===== src/rtl/switch_1x4_if.sv =====
// Bundle of the packet-input, configuration-bus and four output-port
// handshake signals of the 1x4 packet switch.
// The master side is the environment: packet source, config bus and sinks.
// The slave side is the switch itself.
interface switch_1x4_if #(
    parameter int DW = 8
);
    // Packet input
    logic          data_status;
    logic [DW-1:0] data;

    // Configuration bus (write-only)
    logic          mem_en;
    logic          mem_rd_wr;
    logic [1:0]    mem_add;
    logic [DW-1:0] mem_data;

    // Output ports
    logic [DW-1:0] port0;
    logic [DW-1:0] port1;
    logic [DW-1:0] port2;
    logic [DW-1:0] port3;
    logic          ready_0;
    logic          ready_1;
    logic          ready_2;
    logic          ready_3;
    logic          read_0;
    logic          read_1;
    logic          read_2;
    logic          read_3;

    modport master (
        output data_status, data,
        output mem_en, mem_rd_wr, mem_add, mem_data,
        output read_0, read_1, read_2, read_3,
        input  port0, port1, port2, port3,
        input  ready_0, ready_1, ready_2, ready_3
    );

    modport slave (
        input  data_status, data,
        input  mem_en, mem_rd_wr, mem_add, mem_data,
        input  read_0, read_1, read_2, read_3,
        output port0, port1, port2, port3,
        output ready_0, ready_1, ready_2, ready_3
    );
endinterface


===== src/rtl/switch_1x4.sv =====
// 1-input, 4-output byte-stream packet switch.
// The DA byte of each packet is matched against four programmable port
// addresses. The lowest matching port receives the whole packet in its FIFO.
// A packet that matches no port is dropped.
// Each output FIFO is drained by its own ready/read handshake with a
// registered output byte.
module switch_1x4 #(
    parameter int DW         = 8,
    parameter int FIFO_DEPTH = 64
) (
    input logic         clk,
    input logic         reset,
    switch_1x4_if.slave bus
);
    localparam int AW = $clog2(FIFO_DEPTH);

    typedef enum logic [1:0] {
        IDLE = 2'd0,
        FWD  = 2'd1,
        DROP = 2'd2
    } state_t;

    state_t        state;
    logic [1:0]    sel;

    logic [DW-1:0] addr_reg [4];

    // Pointers carry one extra bit so that full and empty can be told apart.
    logic [AW:0]   wr_ptr [4];
    logic [AW:0]   rd_ptr [4];
    logic [DW-1:0] fifo_mem [4][FIFO_DEPTH];
    logic [DW-1:0] port_q [4];

    logic          match_hit;
    logic [1:0]    match_idx;
    logic [3:0]    read_req;
    logic [3:0]    empty;
    logic [3:0]    full;
    logic [3:0]    push_req;
    logic [3:0]    push;
    logic [3:0]    pop;

    assign read_req = {bus.read_3, bus.read_2, bus.read_1, bus.read_0};

    // Find the lowest-index port address equal to the current input byte.
    always_comb begin
        // NOTE: every combinational output gets a default first, so no latch is inferred.
        match_hit = 1'b0;
        match_idx = 2'd0;
        // Scanning from the top down lets the lowest matching index win.
        for (int i = 3; i >= 0; i--) begin
            if (bus.data == addr_reg[i]) begin
                match_hit = 1'b1;
                match_idx = i[1:0];
            end
        end
    end

    // Derive the FIFO status flags from the wrap-around pointers.
    always_comb begin
        for (int i = 0; i < 4; i++) begin
            empty[i] = (wr_ptr[i] == rd_ptr[i]);
            full[i]  = (wr_ptr[i][AW] != rd_ptr[i][AW]) &&
                       (wr_ptr[i][AW-1:0] == rd_ptr[i][AW-1:0]);
        end
    end

    // Select which FIFO the current input byte goes to, if any.
    always_comb begin
        push_req = '0;
        if (bus.data_status) begin
            case (state)
                IDLE:    if (match_hit) push_req[match_idx] = 1'b1;
                FWD:     push_req[sel] = 1'b1;
                default: push_req = '0;
            endcase
        end
    end

    // A byte that arrives while its FIFO is full is discarded.
    assign push = push_req & ~full;
    assign pop  = read_req & ~empty;

    // Config register writes. A write on the same edge as a packet's DA byte
    // does not affect that packet, because the match uses the old value.
    always_ff @(posedge clk or posedge reset) begin
        if (reset) begin
            for (int i = 0; i < 4; i++) begin
                addr_reg[i] <= '0;
            end
        end else if (bus.mem_en && bus.mem_rd_wr) begin
            // NOTE: sequential state uses non-blocking assignments only.
            addr_reg[bus.mem_add] <= bus.mem_data;
        end
    end

    // Input FSM: the destination port is latched at the DA byte and held to packet end.
    always_ff @(posedge clk or posedge reset) begin
        if (reset) begin
            state <= IDLE;
            sel   <= 2'd0;
        end else begin
            case (state)
                IDLE: begin
                    if (bus.data_status) begin
                        if (match_hit) begin
                            state <= FWD;
                            sel   <= match_idx;
                        end else begin
                            state <= DROP;
                        end
                    end
                end
                FWD:     if (!bus.data_status) state <= IDLE;
                DROP:    if (!bus.data_status) state <= IDLE;
                default: state <= IDLE;
            endcase
        end
    end

    // FIFO storage writes.
    always_ff @(posedge clk) begin
        // NOTE: the storage array has no reset; the pointer reset alone makes each FIFO empty.
        for (int i = 0; i < 4; i++) begin
            if (push[i]) begin
                fifo_mem[i][wr_ptr[i][AW-1:0]] <= bus.data;
            end
        end
    end

    // Pointer updates and the registered output byte for each port.
    always_ff @(posedge clk or posedge reset) begin
        if (reset) begin
            for (int i = 0; i < 4; i++) begin
                wr_ptr[i] <= '0;
                rd_ptr[i] <= '0;
                port_q[i] <= '0;
            end
        end else begin
            for (int i = 0; i < 4; i++) begin
                if (push[i]) begin
                    wr_ptr[i] <= wr_ptr[i] + (AW+1)'(1);
                end
                if (pop[i]) begin
                    rd_ptr[i] <= rd_ptr[i] + (AW+1)'(1);
                    port_q[i] <= fifo_mem[i][rd_ptr[i][AW-1:0]];
                end
            end
        end
    end

    assign bus.port0   = port_q[0];
    assign bus.port1   = port_q[1];
    assign bus.port2   = port_q[2];
    assign bus.port3   = port_q[3];
    assign bus.ready_0 = ~empty[0];
    assign bus.ready_1 = ~empty[1];
    assign bus.ready_2 = ~empty[2];
    assign bus.ready_3 = ~empty[3];
endmodule


===== src/flat_wrapper.sv =====
// flat-port wrapper written by rule: the top's interface ports become plain ports
module switch_1x4_flat 
#(
    parameter int DW         = 8,
    parameter int FIFO_DEPTH = 64
)
  (clk, reset, bus_data_status, bus_data, bus_mem_en, bus_mem_rd_wr, bus_mem_add, bus_mem_data, bus_read_0, bus_read_1, bus_read_2, bus_read_3, bus_port0, bus_port1, bus_port2, bus_port3, bus_ready_0, bus_ready_1, bus_ready_2, bus_ready_3);
  switch_1x4_if #(.DW(DW)) bus_i ();
  input logic clk;
  input logic reset;
  input wire logic [$bits(bus_i.data_status)-1:0] bus_data_status;
  input wire logic [$bits(bus_i.data)-1:0] bus_data;
  input wire logic [$bits(bus_i.mem_en)-1:0] bus_mem_en;
  input wire logic [$bits(bus_i.mem_rd_wr)-1:0] bus_mem_rd_wr;
  input wire logic [$bits(bus_i.mem_add)-1:0] bus_mem_add;
  input wire logic [$bits(bus_i.mem_data)-1:0] bus_mem_data;
  input wire logic [$bits(bus_i.read_0)-1:0] bus_read_0;
  input wire logic [$bits(bus_i.read_1)-1:0] bus_read_1;
  input wire logic [$bits(bus_i.read_2)-1:0] bus_read_2;
  input wire logic [$bits(bus_i.read_3)-1:0] bus_read_3;
  output wire logic [$bits(bus_i.port0)-1:0] bus_port0;
  output wire logic [$bits(bus_i.port1)-1:0] bus_port1;
  output wire logic [$bits(bus_i.port2)-1:0] bus_port2;
  output wire logic [$bits(bus_i.port3)-1:0] bus_port3;
  output wire logic [$bits(bus_i.ready_0)-1:0] bus_ready_0;
  output wire logic [$bits(bus_i.ready_1)-1:0] bus_ready_1;
  output wire logic [$bits(bus_i.ready_2)-1:0] bus_ready_2;
  output wire logic [$bits(bus_i.ready_3)-1:0] bus_ready_3;
  assign bus_i.data_status = bus_data_status;
  assign bus_i.data = bus_data;
  assign bus_i.mem_en = bus_mem_en;
  assign bus_i.mem_rd_wr = bus_mem_rd_wr;
  assign bus_i.mem_add = bus_mem_add;
  assign bus_i.mem_data = bus_mem_data;
  assign bus_i.read_0 = bus_read_0;
  assign bus_i.read_1 = bus_read_1;
  assign bus_i.read_2 = bus_read_2;
  assign bus_i.read_3 = bus_read_3;
  assign bus_port0 = bus_i.port0;
  assign bus_port1 = bus_i.port1;
  assign bus_port2 = bus_i.port2;
  assign bus_port3 = bus_i.port3;
  assign bus_ready_0 = bus_i.ready_0;
  assign bus_ready_1 = bus_i.ready_1;
  assign bus_ready_2 = bus_i.ready_2;
  assign bus_ready_3 = bus_i.ready_3;
  switch_1x4 #(.DW(DW), .FIFO_DEPTH(FIFO_DEPTH)) u_core (.clk(clk), .reset(reset), .bus(bus_i));
endmodule

===== config.mk =====
export PLATFORM = sky130hd
export DESIGN_NAME = switch_1x4_flat
export DESIGN_NICKNAME = d
export VERILOG_FILES = /design/src/rtl/switch_1x4_if.sv /design/src/rtl/switch_1x4.sv /design/src/flat_wrapper.sv
export SDC_FILE = /design/constraint.sdc
export NUM_CORES = 2
export LEC_CHECK = 0
export CAP_MARGIN = 20
export CORE_UTILIZATION = 60
export DETAILED_ROUTE_END_ITERATION = 8
export HOLD_SLACK_MARGIN = 0.05
export PLACE_DENSITY_LB_ADDON = 0.12
export SLEW_MARGIN = 20
export SYNTH_ARGS = -nofsm -noshare
export SYNTH_HDL_FRONTEND = slang
export SYNTH_SLANG_ARGS = --single-unit

===== constraint.sdc =====
create_clock -name clk -period 8.1 [get_ports clk]
set_input_delay 1.215 -clock clk [delete_from_list [all_inputs] [get_ports clk]]
set_output_delay 1.215 -clock clk [all_outputs]
set_load 0.05 [all_outputs]

==> summary.txt <==
Yosys
  – Synthesized Nets: 4,358
  – Syn Area/Cell: 19.85 um2
  – Netlist cell types: 66
  – Synth Flop Type: edfxtp_1
  – Post-synth EDFFs: 2,048
  – FF+latch count, synth: 2,172
  – Sequential fraction of the synthesis area: 75.30%
  – YS warnings: 0
  – Ys async rst share: 5.709%
  – Synthesized instance count: 4,321
  – Synth Cell Area: 85,790 um2

Timing
  – Slew Limit Fails: 0
  – Worst rel slew slack: 22.92%
  – Layout Skew: 32.82 ps
  – Final worst path period share: 60.41%
  – Setup ws final: 3207 ps
  – Fmax: 204.4 MHz
  – Final hold viol count: 0
  – Fin crit period: 4893 ps
  – RSZ-0062 raised after global routing: false
  – TNS Setup: 0 ps
  – Final setup viols: 0
  – Worst Tran Pin Value: 1153 ps

Route
  – Vias per Instance: 6.592
  – Remaining DRCs: 0
  – Post-route ant nets: 0
  – Iter 0 DRT Violations: 4,836
  – Wire per inst: 30.47 um
  – Drt total wl: 197.9 mm
  – DRT Pass-1 Iters: 6
  – Via Count: 42,819

Power
  – Pwr Density: 319.9 nW/um2
  – Lkg Pwr: 30.70 nW
  – Max VDD drop: 212.1 uV
  – Power Total: 0.03058 W

Cells and area
  – Fin nets: 4,463
  – N_diodes: 0
  – Final Non-Filler Cells: 6,496
  – Final core occ: 67.43%
  – Layout cells sized above 1: 21.84%
  – Largest register FFs: 2,048
  – Synth-to-Final Area Change: 11.43%

Worst setup path
  – Setup CP Type: reg -> out
  – Largest stage delay on the critical path: 870 ps
  – Startpoint types: register
  – CP Max Fanout: 35
  – CP max-delay cell: dfrtp_4
  – Reg-to-reg setup timing slack: 3920 ps
  – Critical Path RT: 6880 ps
  – CP Cell Sequence: xor2_1 > nor4_1 > nand3_1 > clkdlybuf4s50_1
  – CP Data Arrival Time: 3680 ps
  – Crit. End Element: output port

Outcome
  – Outcome: complete, no violations

Clock tree
  – Clk buf depth: 3
  – # Post-CTS Setup Buffers: 0
  – CTS tree: done
  – Hold buffers post-CTS: 0
  – # H-tree levels: 4
  – Root buf cell: clkbuf_16
  – Clk slew on worst S/H paths: 60 ps
  – Sink Count: 2,172
  – Post-CTS Resized: 0
  – Num CTS Buffers: 208
  – Clock Latency Late Sink: 830 ps

Floorplanning
  – Die ar.: 144,500 um2
  – Die width: 380.1 um
  – Row count: 138
  – I/O Pins: 63
  – Core area: 141,800 um2
  – Initial Util: 60.52%
  – Die height: 380.1 um

Global route
  – Global route total overflow: 0
  – Vias in the first global route: 42,147
  – Largest net degree at the start of global routing: 111
  – First-pass GRT wire length: 291.7 mm
  – Global-route total usage across every layer: 27.71%
  – Initial antenna violation count: 3

Placed design
  – Port Buffers: 62
  – Gpl congestion: 0.9081
  – Place WS: 2452 ps
  – Post-Place Cells: 6,106
  – DP HPWL: 117.9 mm

Run
  – Max_cap viols: 0

Hold path
  – HP Class: reg -> reg
final timing paths:
path,endpoint,startpoint,cells after the start
min in group asynchronous,u_core.addr_reg[4]$_DFFE_PP0P_,reset,2
min reg2reg,u_core.wr_ptr[20]$_DFFE_PP0P_,u_core.wr_ptr[20]$_DFFE_PP0P_,1
max reg2reg,u_core.fifo_mem[0][310]$_DFFE_PP_,u_core.addr_reg[27]$_DFFE_PP0P_,6
max,bus_ready_1,u_core.rd_ptr[14]$_DFFE_PP0P_,4
min,u_core.wr_ptr[20]$_DFFE_PP0P_,u_core.wr_ptr[20]$_DFFE_PP0P_,1
max in group asynchronous,u_core.rd_ptr[7]$_DFFE_PP0P_,reset,3
routing by layer:
metal	track usage [%]	vias up	routed length, um
li1	-	17970	-
met1	42.50	22419	84080
met2	42.14	2127	93830
met3	4.565	303	15570
met4	7.221	0	4469
met5	0	-	0
where the power goes:
part / switching [W] / internal (W)
Sequential: 0.000667 / 0.0125
Clock: 0.00411 / 0.00571
Combinational: 0.00419 / 0.00342
Total: 0.00897 / 0.0216
synthesized netlist by cell type, types with 28 or more instances:
cell type | number | share of area [%]
clkbuf_1 | 118 | 0.52
nand3_1 | 31 | 0.18
nor3_1 | 47 | 0.27
nor2_1 | 228 | 1.0
a21oi_1 | 38 | 0.22
buf_1 | 53 | 0.23
nand2_1 | 124 | 0.54
a22oi_1 | 129 | 1.1
xor2_1 | 60 | 0.61
mux4_2 | 451 | 12
nor4_1 | 73 | 0.53
mux2_2 | 51 | 0.67
xnor2_1 | 49 | 0.50
edfxtp_1 | 2048 | 72
a31oi_1 | 53 | 0.39
o22ai_1 | 28 | 0.20
buf_2 | 79 | 0.46
dfrtp_1 | 124 | 3.6
o21ai_0 | 30 | 0.18
mux2i_1 | 263 | 3.1
cell usage in the layout, fill, tap and decap left out, types with 37 or more instances in the layout:
master / Yosys / final
buf_4: 14 / 99
dfrtp_1: 124 / 110
mux2_2: 51 / 51
xnor2_1: 49 / 49
nor4_1: 73 / 46
clkdlybuf4s50_1: 0 / 54
nand2_1: 124 / 124
clkinv_1: 3 / 44
clkinv_2: 0 / 45
a21oi_1: 38 / 38
clkbuf_16: 0 / 213
mux2i_1: 263 / 263
xor2_1: 60 / 60
mux4_2: 451 / 451
nor2_1: 228 / 228
edfxtp_1: 2048 / 2048
a22oi_1: 129 / 129
clkbuf_1: 118 / 37
a31oi_1: 53 / 53
critical path, delay by kind of cell, from the launching register on:
kind	cells	cell delay, ps
buffers and inverters	1	810
and+or+nand+nor	2	1010
DFF	1	870
xor gates and xnor gates	1	140
metrics by stage:
step                hold slack, ps  area, um2
finish                       487.7      95590
global route                 508.0      95590
CTS                          492.9      95530
detailed placement           480.8      88620
global placement             469.5      88610
floorplan                    448.5      85790
cell families after synthesis:
| family | count (synthesis) | synth area share [%] |
|---|---|---|
| buf+inv | 288 | 1.454 |
| fa+ha+maj | 10 | 0.1458 |
| xor+xnor | 109 | 1.113 |
| simple gates | 630 | 3.598 |
| flops | 2172 | 75.30 |
| compound gates | 347 | 2.806 |
| mux | 765 | 15.58 |
final cells by class:
class	count	area, um2
Clock buffer	252	5497
Clock inverter	138	1418
Fill cell	8990	46170
Inverter	22	87.58
Multi-Input combinational cell	1861	20180
Sequential cell	2172	64640
Tap cell	1890	2365
Timing Repair Buffer	161	1404
(Power assumes the default switching activity.)
